<file path="src/rtl/mem_port_arbiter_if.sv">
// Bundle of requester, response and memory-port signals around the SNN memory
// port arbiter. The arbiter connects through the slave modport. The environment
// (requesters plus memory) connects through the master modport.
interface mem_port_arbiter_if #(
  parameter int NREQ   = 3,
  parameter int XY_W   = 3,
  parameter int DATA_W = 8
);
  logic [NREQ-1:0]        req_valid;
  logic [NREQ-1:0]        req_ready;
  logic [NREQ-1:0]        req_last;
  logic [NREQ-1:0]        req_we;
  logic [2*NREQ-1:0]      req_sel;
  logic [XY_W*NREQ-1:0]   req_x;
  logic [XY_W*NREQ-1:0]   req_y;
  logic [DATA_W*NREQ-1:0] req_wdata;
  logic [NREQ-1:0]        rsp_valid;
  logic [DATA_W-1:0]      rsp_data;
  logic                   mem_valid;
  logic                   mem_ready;
  logic                   mem_we;
  logic [1:0]             mem_sel;
  logic [XY_W-1:0]        mem_x;
  logic [XY_W-1:0]        mem_y;
  logic [DATA_W-1:0]      mem_wdata;
  logic                   mem_rvalid;
  logic [DATA_W-1:0]      mem_rdata;
  logic [1:0]             grant_id;
  logic                   busy;
  logic                   err_timeout;

  modport slave (
    input  req_valid, req_last, req_we, req_sel, req_x, req_y, req_wdata,
    input  mem_ready, mem_rvalid, mem_rdata,
    output req_ready, rsp_valid, rsp_data,
    output mem_valid, mem_we, mem_sel, mem_x, mem_y, mem_wdata,
    output grant_id, busy, err_timeout
  );

  modport master (
    output req_valid, req_last, req_we, req_sel, req_x, req_y, req_wdata,
    output mem_ready, mem_rvalid, mem_rdata,
    input  req_ready, rsp_valid, rsp_data,
    input  mem_valid, mem_we, mem_sel, mem_x, mem_y, mem_wdata,
    input  grant_id, busy, err_timeout
  );
endinterface

</file>
<file path="src/rtl/mem_port_arbiter.sv">
// Burst-granting round-robin arbiter that shares the single SNN memory port
// between the filter loader, the ifmap streamer and the writeback path. Only
// one memory transaction is in flight at a time. Reads that never return are
// answered with zero data and raise a sticky timeout flag.
module mem_port_arbiter #(
  parameter int NREQ      = 3,
  parameter int XY_W      = 3,
  parameter int DATA_W    = 8,
  parameter int BURST_MAX = 5,
  parameter int LOCK_TO   = 16,
  parameter int MEM_TO    = 32
) (
  input  logic            clk,
  input  logic            rst_n,
  mem_port_arbiter_if.slave bus
);

  localparam int BC_W = $clog2(BURST_MAX + 1);
  localparam int LK_W = $clog2(LOCK_TO + 1);
  localparam int TO_W = $clog2(MEM_TO + 1);

  // The end of a beat is folded into the edge that completes it, so there is
  // no separate done state.
  typedef enum logic [1:0] {IDLE, ACCEPT, ISSUE, WAIT} state_t;

  state_t            state_q;
  logic [1:0]        grant_q;
  logic [1:0]        rr_ptr_q;
  logic [BC_W-1:0]   beat_cnt_q;
  logic [LK_W-1:0]   lock_cnt_q;
  logic [TO_W-1:0]   to_cnt_q;
  logic              last_q;
  logic              mem_valid_q;
  logic              mem_we_q;
  logic [1:0]        mem_sel_q;
  logic [XY_W-1:0]   mem_x_q;
  logic [XY_W-1:0]   mem_y_q;
  logic [DATA_W-1:0] mem_wdata_q;
  logic [NREQ-1:0]   rsp_valid_q;
  logic [DATA_W-1:0] rsp_data_q;
  logic              err_q;

  logic              pick_vld;
  logic [1:0]        pick_id;
  logic [1:0]        scan_idx;
  logic [NREQ-1:0]   g_oh;
  logic              g_valid;
  logic              g_last;
  logic              g_we;
  logic [1:0]        g_sel;
  logic [XY_W-1:0]   g_x;
  logic [XY_W-1:0]   g_y;
  logic [DATA_W-1:0] g_wdata;
  logic              rd_expire;
  logic              beat_end;
  logic              lock_exp;
  logic              release_grant;

  // Round-robin pick: lowest offset from rr_ptr with a valid request wins.
  always_comb begin
    pick_vld = 1'b0;
    pick_id  = '0;
    scan_idx = '0;
    for (int i = NREQ - 1; i >= 0; i--) begin
      scan_idx = 2'((int'(rr_ptr_q) + i) % NREQ);
      if (bus.req_valid[scan_idx]) begin
        pick_vld = 1'b1;
        pick_id  = scan_idx;
      end
    end
  end

  // Route the current owner's request fields onto a single set of wires.
  always_comb begin
    g_oh    = '0;
    g_valid = 1'b0;
    g_last  = 1'b0;
    g_we    = 1'b0;
    g_sel   = '0;
    g_x     = '0;
    g_y     = '0;
    g_wdata = '0;
    for (int i = 0; i < NREQ; i++) begin
      if (grant_q == 2'(i)) begin
        g_oh[i] = 1'b1;
        g_valid = bus.req_valid[i];
        g_last  = bus.req_last[i];
        g_we    = bus.req_we[i];
        g_sel   = bus.req_sel[2*i +: 2];
        g_x     = bus.req_x[i*XY_W +: XY_W];
        g_y     = bus.req_y[i*XY_W +: XY_W];
        g_wdata = bus.req_wdata[i*DATA_W +: DATA_W];
      end
    end
  end

  // Beat completion and grant release conditions for this cycle.
  always_comb begin
    rd_expire     = (to_cnt_q == TO_W'(MEM_TO - 1));
    beat_end      = ((state_q == ISSUE) && bus.mem_ready && mem_we_q) ||
                    ((state_q == WAIT) && (bus.mem_rvalid || rd_expire));
    lock_exp      = (state_q == ACCEPT) && !g_valid &&
                    (lock_cnt_q == LK_W'(LOCK_TO - 1));
    release_grant = (beat_end && last_q) || lock_exp;
  end

  // Arbiter FSM with registered memory command, response and error outputs.
  always_ff @(posedge clk or negedge rst_n) begin
    if (!rst_n) begin
      state_q     <= IDLE;
      grant_q     <= '0;
      rr_ptr_q    <= '0;
      beat_cnt_q  <= '0;
      lock_cnt_q  <= '0;
      to_cnt_q    <= '0;
      last_q      <= 1'b0;
      mem_valid_q <= 1'b0;
      mem_we_q    <= 1'b0;
      mem_sel_q   <= '0;
      mem_x_q     <= '0;
      mem_y_q     <= '0;
      mem_wdata_q <= '0;
      rsp_valid_q <= '0;
      rsp_data_q  <= '0;
      err_q       <= 1'b0;
    end else begin
      rsp_valid_q <= '0;
      case (state_q)
        IDLE: begin
          if (pick_vld) begin
            grant_q    <= pick_id;
            lock_cnt_q <= '0;
            state_q    <= ACCEPT;
          end
        end
        ACCEPT: begin
          if (g_valid) begin
            mem_we_q    <= g_we;
            mem_sel_q   <= g_sel;
            mem_x_q     <= g_x;
            mem_y_q     <= g_y;
            mem_wdata_q <= g_wdata;
            mem_valid_q <= 1'b1;
            last_q      <= g_last | (beat_cnt_q == BC_W'(BURST_MAX - 1));
            beat_cnt_q  <= beat_cnt_q + BC_W'(1);
            state_q     <= ISSUE;
          end else begin
            lock_cnt_q  <= lock_cnt_q + LK_W'(1);
          end
        end
        ISSUE: begin
          if (bus.mem_ready) begin
            mem_valid_q <= 1'b0;
            if (!mem_we_q) begin
              to_cnt_q <= '0;
              state_q  <= WAIT;
            end
          end
        end
        WAIT: begin
          // Returned data beats an expiring timer on the same cycle.
          if (bus.mem_rvalid) begin
            rsp_data_q  <= bus.mem_rdata;
            rsp_valid_q <= g_oh;
          end else if (rd_expire) begin
            rsp_data_q  <= '0;
            rsp_valid_q <= g_oh;
            err_q       <= 1'b1;
          end else begin
            to_cnt_q    <= to_cnt_q + TO_W'(1);
          end
        end
        default: state_q <= IDLE;
      endcase
      if (beat_end) begin
        lock_cnt_q <= '0;
        state_q    <= ACCEPT;
      end
      if (release_grant) begin
        rr_ptr_q   <= 2'((int'(grant_q) + 1) % NREQ);
        beat_cnt_q <= '0;
        state_q    <= IDLE;
      end
    end
  end

  assign bus.req_ready   = (state_q == ACCEPT) ? g_oh : '0;
  assign bus.rsp_valid   = rsp_valid_q;
  assign bus.rsp_data    = rsp_data_q;
  assign bus.mem_valid   = mem_valid_q;
  assign bus.mem_we      = mem_we_q;
  assign bus.mem_sel     = mem_sel_q;
  assign bus.mem_x       = mem_x_q;
  assign bus.mem_y       = mem_y_q;
  assign bus.mem_wdata   = mem_wdata_q;
  assign bus.grant_id    = grant_q;
  assign bus.busy        = (state_q != IDLE);
  assign bus.err_timeout = err_q;

endmodule

</file>
<file path="src/flat_wrapper.sv">
// flat-port wrapper written by rule: the top's interface ports become plain ports
module mem_port_arbiter_flat 
#(
  parameter int NREQ      = 3,
  parameter int XY_W      = 3,
  parameter int DATA_W    = 8,
  parameter int BURST_MAX = 5,
  parameter int LOCK_TO   = 16,
  parameter int MEM_TO    = 32
)
  (clk, rst_n, bus_req_valid, bus_req_last, bus_req_we, bus_req_sel, bus_req_x, bus_req_y, bus_req_wdata, bus_mem_ready, bus_mem_rvalid, bus_mem_rdata, bus_req_ready, bus_rsp_valid, bus_rsp_data, bus_mem_valid, bus_mem_we, bus_mem_sel, bus_mem_x, bus_mem_y, bus_mem_wdata, bus_grant_id, bus_busy, bus_err_timeout);
  mem_port_arbiter_if #(.NREQ(NREQ), .XY_W(XY_W), .DATA_W(DATA_W)) bus_i ();
  input  logic clk;
  input  logic rst_n;
  input wire logic [$bits(bus_i.req_valid)-1:0] bus_req_valid;
  input wire logic [$bits(bus_i.req_last)-1:0] bus_req_last;
  input wire logic [$bits(bus_i.req_we)-1:0] bus_req_we;
  input wire logic [$bits(bus_i.req_sel)-1:0] bus_req_sel;
  input wire logic [$bits(bus_i.req_x)-1:0] bus_req_x;
  input wire logic [$bits(bus_i.req_y)-1:0] bus_req_y;
  input wire logic [$bits(bus_i.req_wdata)-1:0] bus_req_wdata;
  input wire logic [$bits(bus_i.mem_ready)-1:0] bus_mem_ready;
  input wire logic [$bits(bus_i.mem_rvalid)-1:0] bus_mem_rvalid;
  input wire logic [$bits(bus_i.mem_rdata)-1:0] bus_mem_rdata;
  output wire logic [$bits(bus_i.req_ready)-1:0] bus_req_ready;
  output wire logic [$bits(bus_i.rsp_valid)-1:0] bus_rsp_valid;
  output wire logic [$bits(bus_i.rsp_data)-1:0] bus_rsp_data;
  output wire logic [$bits(bus_i.mem_valid)-1:0] bus_mem_valid;
  output wire logic [$bits(bus_i.mem_we)-1:0] bus_mem_we;
  output wire logic [$bits(bus_i.mem_sel)-1:0] bus_mem_sel;
  output wire logic [$bits(bus_i.mem_x)-1:0] bus_mem_x;
  output wire logic [$bits(bus_i.mem_y)-1:0] bus_mem_y;
  output wire logic [$bits(bus_i.mem_wdata)-1:0] bus_mem_wdata;
  output wire logic [$bits(bus_i.grant_id)-1:0] bus_grant_id;
  output wire logic [$bits(bus_i.busy)-1:0] bus_busy;
  output wire logic [$bits(bus_i.err_timeout)-1:0] bus_err_timeout;
  assign bus_i.req_valid = bus_req_valid;
  assign bus_i.req_last = bus_req_last;
  assign bus_i.req_we = bus_req_we;
  assign bus_i.req_sel = bus_req_sel;
  assign bus_i.req_x = bus_req_x;
  assign bus_i.req_y = bus_req_y;
  assign bus_i.req_wdata = bus_req_wdata;
  assign bus_i.mem_ready = bus_mem_ready;
  assign bus_i.mem_rvalid = bus_mem_rvalid;
  assign bus_i.mem_rdata = bus_mem_rdata;
  assign bus_req_ready = bus_i.req_ready;
  assign bus_rsp_valid = bus_i.rsp_valid;
  assign bus_rsp_data = bus_i.rsp_data;
  assign bus_mem_valid = bus_i.mem_valid;
  assign bus_mem_we = bus_i.mem_we;
  assign bus_mem_sel = bus_i.mem_sel;
  assign bus_mem_x = bus_i.mem_x;
  assign bus_mem_y = bus_i.mem_y;
  assign bus_mem_wdata = bus_i.mem_wdata;
  assign bus_grant_id = bus_i.grant_id;
  assign bus_busy = bus_i.busy;
  assign bus_err_timeout = bus_i.err_timeout;
  mem_port_arbiter #(.NREQ(NREQ), .XY_W(XY_W), .DATA_W(DATA_W), .BURST_MAX(BURST_MAX), .LOCK_TO(LOCK_TO), .MEM_TO(MEM_TO)) u_core (.clk(clk), .rst_n(rst_n), .bus(bus_i));
endmodule
</file>
<file path="config.mk">
export PLATFORM = sky130hd
export DESIGN_NAME = mem_port_arbiter_flat
export DESIGN_NICKNAME = d
export VERILOG_FILES = /design/src/rtl/mem_port_arbiter_if.sv /design/src/rtl/mem_port_arbiter.sv /design/src/flat_wrapper.sv
export SDC_FILE = /design/constraint.sdc
export NUM_CORES = 1
export LEC_CHECK = 0
export ABC_AREA = 1
export ABC_CLOCK_PERIOD_IN_PS = 1600
export CORE_MARGIN = 1
export CORE_UTILIZATION = 41
export CTS_BUF_LIST = sky130_fd_sc_hd__clkbuf_16
export DETAILED_ROUTE_END_ITERATION = 12
export GPL_TIMING_DRIVEN = 0
export PLACE_DENSITY = 0.8
export SLEW_MARGIN = 20
export SYNTH_ARGS = -nofsm -noshare
export SYNTH_HDL_FRONTEND = slang
export SYNTH_SLANG_ARGS = --single-unit
</file>
<file path="constraint.sdc">
create_clock -name clk -period 1.6 [get_ports clk]
set_clock_uncertainty 0.2 [all_clocks]
set_input_delay 0.4 -clock clk [delete_from_list [all_inputs] [get_ports clk]]
set_output_delay 0.4 -clock clk [all_outputs]
set_load 0.03 [all_outputs]
</file>
# Word level (Yosys, flattened, before mapping)
# Cells that the tools add are included.
# op_classes
muxes,64
multipliers,0
bitwise,2
magnitude_cmp,3
n_shift,0
n_reduce_logical,29
addsub,6
n_eq_ne,19
div,4
# ops
cell,count
remainder unit 32 x 3 -> 32 bit (second input constant),3
two-way mux 8 bit,5
two-way mux 3 bit,13
remainder unit 3 x 3 -> 32 bit (second input constant),1
two-way mux 2 bit,12
two-way mux 6 bit,4
two-way mux 1 bit,20
two-way mux 5 bit,3
case mux 6 bit (2 select lines),1
nonzero test 2 bit,6
case mux 5 bit (2 select lines),1
AND reduction 5 bit,2
< comparator 2 x 3 -> 1 bit (second input constant),3
AND reduction 3 bit,3
inequality test 2 bit (second input constant),4
inequality test 4 x 1 -> 1 bit (second input constant),2
AND reduction 2 bit,4
adder 2 x 1 -> 3 bit (second input constant),2
adder 6 x 1 -> 6 bit (second input constant),1
binary-select mux 1 bit (select 2 bit),3
equality test 2 bit (second input constant),3
equality test 6 x 5 -> 1 bit (second input constant),1
logical AND 1 bit,6
case mux 2 bit (3 select lines),1
19 further kinds,23
# word_totals
regBits,51
wordCells,143
romBits,0
input_bits,69
out_inout_bits,36
mem_count,0
ram_bits,0
latchBits,0

# Logic depth before layout (Yosys ltp)
# Gate-level depths: netlist of run 1.
# logic_depth
depth_word,11
mapped_depth,13

# Worst setup path before layout of run 1
# OpenSTA, ideal clock, no wires.
# synth_timing
path_kind,register -> output
start,register u_core.grant_q[0] (netlist: u_core.bus.grant_id[0])
end,output port bus_req_ready[2]
t_required_ns,1.000
path_slack_ns,-0.415
arrival_time_ns,1.415
stages_incl_launch_ff,7
path_cell_list,dfrtp_1 > inv_1 > ha_1 > buf_2 > buf_2 > nand2_1 > inv_1
# synth_via
elab_chain_cells,3
# synth_lines
item,line_no,rtl
start: declaration,mem_port_arbiter.sv:27,logic [1:0] grant_q;
start signal: assignment,mem_port_arbiter.sv:131,grant_q <= pick_id;
equality test 2 bit,mem_port_arbiter.sv:84,if (grant_q == 2'(i)) begin
two-way mux 1 bit,mem_port_arbiter.sv:84,
two-way mux 3 bit,mem_port_arbiter.sv:187,assign bus.req_ready = (state_q == ACCEPT) ? g_oh : '0;
end: declaration,flat_wrapper.sv:25,output wire logic [$bits(bus_i.req_ready)-1:0] bus_req_ready;
# Every way passes these cells.

# Worst setup path in the final report of run 1
# layout_timing
start,register u_core.state_q[0]
end,register u_core.lock_cnt_q[0]
# layout_via
elab_chain_cells,6
elab_cells_between_ends,14
cone_classes,5 x eq/ne; 2 x mux; 7 x reduce/logical
# layout_lines
item,line_no,rtl
start: declaration,mem_port_arbiter.sv:26,state_t state_q;
start signal: assignment,mem_port_arbiter.sv:110,state_q <= IDLE;
start signal: assignment,mem_port_arbiter.sv:133,state_q <= ACCEPT;
start signal: assignment,mem_port_arbiter.sv:146,state_q <= ISSUE;
equality test 2 bit,mem_port_arbiter.sv:100,beat_end = ((state_q == ISSUE) && bus.mem_ready && mem_we_q) ||
logical AND 1 bit (2 in series),mem_port_arbiter.sv:100,
logical OR 1 bit,mem_port_arbiter.sv:100,
"inequality test 3 bit (no source line), or another cell as far along",--,
AND reduction 3 bit (no source line),--,
end signal: assignment,mem_port_arbiter.sv:148,lock_cnt_q <= lock_cnt_q + LK_W'(1);
end: declaration,mem_port_arbiter.sv:30,logic [LK_W-1:0] lock_cnt_q;
# Several ways; a longest one is shown, not always the timed one.
# A chain may end at the register's enable or synchronous reset.

==> run summary, run 1 <==
status -> finished with violations
failing checks -> setup timing
RSZ-0062 raised after global routing -> yes
final core area utilization -> 0.7723
Post-synth top flop -> dfrtp_1
Syn Area/Cell -> 8.096 µm²
Synth area leader -> dfrtp_1
Core Region -> 0.007214 mm²
placed insts -> 580
Crit. End Element -> register
P_sw -> 5.499 mW
Mapped Cells -> 378
number of synthesized flops with an enable pin -> 0
DIE HEIGHT -> 88.40 µm
CTS Buf Count -> 5
post-route non-filler standard cell count -> 638
Storage cell area -> 0.001282 mm²
Synth Register Bits -> 51
Setup Viol. Count Final -> 58
drt first-iter violations -> 263
drt total wl -> 12170 µm
P_int -> 5.837 mW
grt ovf -> 0
Final nets -> 623
Routed Antenna Nets -> 0
count leader, synth -> nand2_1
Slew Limit Headroom -> 0.5419
clock power share -> 0.093
Fin Hold WS -> 0.2587 ns
filler cell count in the final layout -> 437
Worst Tran Pin Value -> 0.6871 ns
Post-synth ARST share -> 1.000
Crit path required time -> 1.57 ns
syn_nets -> 463
Pleak -> 2.453 nW
TritonCTS clock tree -> yes
CP startpoint kind -> register
top fanout value on the critical path -> 7
IO buf count -> 103
Die ar. -> 0.007814 mm²
initial antenna violation count -> 0
Peak VDD IR -> 1.364 mV
Area contributors post-synth -> dfrtp_1, nand2_1, nand3_1, ha_1, a21oi_1
post-route setup slack -> -0.4434 ns
fin. max-slew vios -> 0
largest net degree at the start of global routing -> 52
ant diodes -> 0
detailed-route via count -> 3486
synth warn -> 0
Final period util -> 1.277
max cap viols -> 0
root buf cell -> clkbuf_16
Initial DRT Pass Iterations -> 4
H-tree depth -> 2
sequential area share after synthesis -> 0.4170
area occupied by multi-input gates -> 0.002101 mm²
DP HPWL -> 6284 µm
drt wl/cell -> 19.08 µm
clock sink total -> 51
vias in the first global route -> 3348
routed vias/inst -> 5.464
Crit Path Class -> reg2reg
Worst-path clk slew -> 0.07 ns
Max Root-Sink Buffers -> 2
# IOs -> 105
combinational share of power -> 0.710
drt drc -> 0
Power Density -> 2035 mW/mm²
chip width -> 88.40 µm
Switching Share -> 0.4851
Starting Density -> 0.4242
Hold Path Class -> in2reg
top-area cell type share of the netlist area -> 0.4170
commonest cells in the synthesized netlist -> nand2_1, dfrtp_1, nand3_1
Flop pwr share -> 0.198
Peak Freq -> 489.4 MHz
Final GP Congestion -> 0.8878
Final Hold Viols -> 0
layout cell share with drive strength beyond 1 -> 0.4378
Distinct cells, synth -> 35
minimum clock period -> 2.043 ns
GRT Overall Usage -> 0.2675
Layout area overhead -> 82.05%
Clock Latency Late Sink -> 0.29 ns
# rows -> 31
Critical Path AT -> 2.01 ns
first-pass GRT wire length -> 16230 µm
synthesized cell area -> 0.003060 mm²
-- critical path, cell delays in order (launching register included) --
cell and delay (ns):
dfrtp_2 0.45, buf_6 0.14, ha_4 0.18, nand2_2 0.09
o21ai_2 0.07, inv_2 0.15, nand2_8 0.11, o21ai_4 0.26
nor2_4 0.11, nand2_1 0.10, nand2_1 0.06
-- cell usage in the layout, fill, tap and decap left out, types with 7 or more instances in the layout --
cell type / netlist / layout
buf_6: 1 / 29
o21ai_1: 20 / 16
inv_2: 5 / 10
o21ai_2: 1 / 10
nand3_2: 2 / 7
clkdlybuf4s50_1: 0 / 66
nand3_1: 41 / 34
buf_8: 0 / 7
buf_2: 9 / 7
nand2_4: 2 / 16
nand2_2: 5 / 30
nor2_1: 14 / 10
clkdlybuf4s15_2: 0 / 22
nand2_1: 85 / 43
o2bb2ai_1: 17 / 17
dfrtp_1: 51 / 46
clkbuf_16: 0 / 7
ha_4: 0 / 9
buf_4: 2 / 26
inv_4: 2 / 8
a21oi_1: 30 / 22
inv_1: 34 / 22
-- power by group through the flow --
| stage | clock network, mW | logic, mW | registers [mW] |
|---|---|---|---|
| floorplan | 0 | 3.10 | 2.68 |
| global placement | 0 | 5.19 | 2.10 |
| detailed placement | 0 | 5.34 | 2.12 |
| CTS | 1.04 | 6.72 | 2.12 |
| global route | 1.10 | 8.47 | 2.28 |
| finish | 1.05 | 8.04 | 2.24 |
-- stage by stage --
step	cell area, µm²	setup TNS, ns	power, mW	setup slack [ns]
2_1_floorplan	3184	-5.807	5.782	-0.2069
3_3_place_gp	4339	-100.38	7.292	-1.782
3_5_place_dp	4337	-20.84	7.450	-0.8103
4_1_cts	5150	-12.06	9.890	-0.3652
5_1_grt	5572	-21.09	11.86	-0.5396
6_report	5572	-17.95	11.34	-0.4434
-- sequential cells by signal, indices dropped and copies added (netlist names), 2 cells and up --
| signal | cells |
|---|---|
| u_core.bus.mem_wdata | 8 |
| u_core.bus.rsp_data | 8 |
| u_core.to_cnt_q | 6 |
| u_core.lock_cnt_q | 5 |
| u_core.beat_cnt_q | 3 |
| u_core.bus.mem_x | 3 |
| u_core.bus.mem_y | 3 |
| u_core.bus.rsp_valid | 3 |
| u_core.bus.grant_id | 2 |
| u_core.bus.mem_sel | 2 |
| u_core.rr_ptr_q | 2 |
| u_core.state_q | 2 |
-- timing repair --
item | 4_1_cts | 5_1_grt
resized for setup | 223 | 98
setup buffers | 31 | 17
pin swaps | 20 | 20
cloned | 6 | 0
hold buffers | 1 | 0
endpoints found under the hold margin | 51 | 0
endpoints found under the setup margin | 85 | 62
-- final cells by class --
| cell class | instances | share of cell area |
|---|---|---|
| Clock buffer | 5 | 0.02246 |
| Timing Repair Buffer | 153 | 0.2753 |
| Sequential cell | 51 | 0.2302 |
| Clock inverter | 3 | 0.002695 |
| Buffer | 17 | 0.03616 |
| Inverter | 41 | 0.03256 |
| Tap cell | 99 | 0.02223 |
| Timing Repair inverter | 1 | 0.001347 |
| Multi-Input combinational cell | 268 | 0.3770 |
-- final timing paths --
check / start / end / slack, ns / depth (start not counted)
worst max register to register: u_core.state_q[0] / u_core.lock_cnt_q[0] / -0.44 / 10
worst min register to register: u_core.bus.rsp_data[5] / u_core.bus.rsp_data[5] / 0.28 / 2
worst max-delay path: u_core.state_q[0] / u_core.lock_cnt_q[0] / -0.44 / 10
min in group asynchronous: rst_n / u_core.bus.rsp_data[4] / 0.47 / 2
max in group asynchronous: rst_n / u_core.rr_ptr_q[0] / 0.21 / 2
worst min-delay path: bus_mem_rvalid / u_core.bus.rsp_data[4] / 0.26 / 3
-- metal layers --
metal | global-route usage | vias up | share of wire
li1 | - | 1588 | -
met1 | 0.3290 | 1684 | 0.38
met2 | 0.4874 | 162 | 0.52
met3 | 0.03265 | 52 | 0.055
met4 | 0.08211 | 0 | 0.051
met5 | 0 | - | 0
-- cell families (layout without fill, tap and decap cells) --
| kind of cell | after synthesis | count (layout) | share of synthesized area |
|---|---|---|---|
| buf+inv | 59 | 220 | 0.08258 |
| flops | 51 | 51 | 0.4170 |
| xor+xnor | 4 | 4 | 0.01145 |
| compound gates | 86 | 86 | 0.1738 |
| fa+ha+maj | 16 | 16 | 0.06541 |
| simple gates | 162 | 162 | 0.2498 |
Note: power is estimated with default switching activity, not from simulation.
==> run 2: changes to the inputs <==
--- a/config.mk
+++ b/config.mk
@@ -5,14 +5,13 @@
 export SDC_FILE = /design/constraint.sdc
 export NUM_CORES = 1
 export LEC_CHECK = 0
-export ABC_AREA = 1
 export ABC_CLOCK_PERIOD_IN_PS = 1600
 export CORE_MARGIN = 1
 export CORE_UTILIZATION = 41
 export CTS_BUF_LIST = sky130_fd_sc_hd__clkbuf_16
 export DETAILED_ROUTE_END_ITERATION = 12
 export GPL_TIMING_DRIVEN = 0
-export PLACE_DENSITY = 0.8
+export PLACE_DENSITY_LB_ADDON = 0.25
 export SLEW_MARGIN = 20
 export SYNTH_ARGS = -nofsm -noshare
 export SYNTH_HDL_FRONTEND = slang
==> run 2 against run 1 <==
The run still ends with setup timing left. First-iteration DRC count down 13%. Synthesized cell count decreased by 9.3%. Via count down 3.8%. Critical path depth decreased by 2. Sequential power decreased by 4%. Clock power grew 6%. Critical endpoint is now u_core.lock_cnt_q[3]. Largest cell class unchanged.
==> run summary, run 2 <==
Slew Limit Headroom -> 0.5609
commonest cells in the synthesized netlist -> dfrtp_1, nand2_1, nor2_1
Crit path required time -> 1.62 ns
Starting Density -> 0.4326
DP HPWL -> 6286 µm
max cap viols -> 0
sequential area share after synthesis -> 0.4248
Mapped Cells -> 343
drt total wl -> 11180 µm
top fanout value on the critical path -> 5
CTS Buf Count -> 5
Final Hold Viols -> 0
cell-by-cell listing of the critical path -> ha_4 > buf_6 > or2_1 > a32oi_2 > nand4_4 > buf_4 > nor4_2 > a2bb2oi_1
GRT Overall Usage -> 0.2617
Hold Path Class -> in2reg
top-area cell type share of the netlist area -> 0.4248
CP max stage cell -> dfrtp_2
routed vias/inst -> 5.620
detailed-route via count -> 3355
Post-synth top flop -> dfrtp_1
WP buf/inv -> 2
Crit Path Class -> reg2reg
commonest non-fill, non-tap cell in the layout -> clkdlybuf4s50_1
Core Region -> 0.006944 mm²
Synth Register Bits -> 51
grt ovf -> 0
drt first-iter violations -> 229
# IOs -> 105
fin. max-slew vios -> 0
layout cell share with drive strength beyond 1 -> 0.4471
drt wl/cell -> 18.73 µm
Peak Freq -> 432.4 MHz
failing checks -> setup timing
minimum clock period -> 2.313 ns
P_sw -> 4.894 mW
H-tree depth -> 2
Die ar. -> 0.007674 mm²
first-pass GRT wire length -> 15440 µm
ant diodes -> 0
DIE HEIGHT -> 87.60 µm
Crit. End Element -> register
initial antenna violation count -> 0
Critical Path AT -> 2.34 ns
CP startpoint kind -> register
post-route setup slack -> -0.7129 ns
vias in the first global route -> 3222
Flop pwr share -> 0.198
Setup Viol. Count Final -> 57
Setup TNS -> -21.20 ns
drt drc -> 0
clock sink total -> 51
P_int -> 6.017 mW
most frequent cells in the layout -> clkdlybuf4s50_1, dfrtp_1, buf_4
Final GP Congestion -> 0.7981
IO buf count -> 104
Final period util -> 1.446
largest net degree at the start of global routing -> 52
TritonCTS clock tree -> yes
Switching Share -> 0.4485
Clock Latency Late Sink -> 0.30 ns
Post-synth ARST share -> 1.000
synthesized cell area -> 0.003004 mm²
Initial DRT Pass Iterations -> 5
clock power share -> 0.101
status -> finished with violations
Worst Tran Pin Value -> 0.6587 ns
Synth area leader -> dfrtp_1
Final nets -> 585
family with the most delay on the worst path -> simple AND/OR/NAND/NOR gates
CP max stage delay -> 0.44 ns
Distinct cells, synth -> 54
Peak VDD IR -> 1.064 mV
synth warn -> 0
combinational share of power -> 0.701
Post-Place Setup Slack -> -1.067 ns
filler cell count in the final layout -> 404
Routed Antenna Nets -> 0
chip width -> 87.60 µm
RSZ-0062 raised after global routing -> yes
Pleak -> 2.502 nW
Worst-path clk slew -> 0.07 ns
syn_nets -> 428
Pwr Total -> 10.91 mW
# rows -> 30
root buf cell -> clkbuf_16
Area contributors post-synth -> dfrtp_1, ha_1, nand2_1, a22oi_1, o21ai_0
Layout area overhead -> 83.05%
flop2flop setup slack -> -0.71 ns
Syn Area/Cell -> 8.758 µm²
Max Root-Sink Buffers -> 2
final core area utilization -> 0.7919
number of synthesized flops with an enable pin -> 0
Power Density -> 1984 mW/mm²
## run 2: logic make-up after synthesis
family | Yosys count | share of synthesized area
AO/OA/AOI/OAI | 92 | 0.1970
XOR/XNOR | 2 | 0.005832
adder cells (fa/ha/maj) | 18 | 0.07330
buffers and inverters | 34 | 0.05164
flip-flops | 51 | 0.4248
multiplexers | 10 | 0.03499
AND/OR/NAND/NOR | 136 | 0.2124
## run 2: routing by layer
metal / GRT usage / up-vias / share of wire
met5: 0 / - / 0
met4: 0.09687 / 0 / 0.030
met3: 0.04807 / 31 / 0.059
met2: 0.4865 / 155 / 0.54
met1: 0.2982 / 1643 / 0.37
li1: - / 1526 / -
## run 2: final cells by class
type,instances,area [µm²],area share
multi-input combinational,258,2142,0.3895
inverter,14,62.56,0.01138
sequential,51,1285,0.2337
timing repair buffer,156,1555,0.2828
clock inverter,3,27.53,0.005006
buffer,14,181.4,0.03299
clock buffer,5,125.1,0.02275
tap,96,120.1,0.02184
## run 2: per-stage QoR
stage | cell area, µm² | std cells | hold WS, ns
floorplan | 3202 | 343 | -0.09559
global placement | 4363 | 543 | 0.2542
detailed placement | 4360 | 543 | 0.2659
CTS | 5107 | 585 | 0.2887
global route | 5499 | 597 | 0.2859
finish | 5499 | 597 | 0.2804
## run 2: worst paths after layout
| path | end | startpoint | cells past startpoint |
|---|---|---|---|
| min | u_core.bus.rsp_data[1] | bus_mem_rvalid | 3 |
| max in group asynchronous | u_core.rr_ptr_q[1] | rst_n | 2 |
| min reg2reg | u_core.bus.rsp_data[0] | u_core.bus.rsp_data[0] | 2 |
| min in group asynchronous | u_core.to_cnt_q[2] | rst_n | 2 |
| max reg2reg | u_core.lock_cnt_q[3] | u_core.rr_ptr_q[1] | 8 |
| max | u_core.lock_cnt_q[3] | u_core.rr_ptr_q[1] | 8 |
## run 2: power by group through the flow
stage | Clock [mW] | Combinational, mW | Sequential [mW]
3_3_place_gp | 0 | 5.12 | 2.05
5_1_grt | 1.18 | 8.07 | 2.19
3_5_place_dp | 0 | 5.23 | 2.07
6_report | 1.11 | 7.65 | 2.16
4_1_cts | 1.13 | 6.40 | 2.06
2_1_floorplan | 0 | 3.10 | 2.60
## run 2: tightest hold or removal path, cell delays in order
cell and delay [ns]:
dlymetal6s2s_1 0.21, nand3_2 0.09, nand2_1 0.05
## run 2: timing repair
item | 4_1_cts | 5_1_grt
hold endpoints to repair | 51 | 0
gates resized for setup | 204 | 106
gates cloned | 0 | 2
setup endpoints to repair | 87 | 58
hold buffers | 1 | 0
pin swaps | 29 | 50
setup buffers | 38 | 16
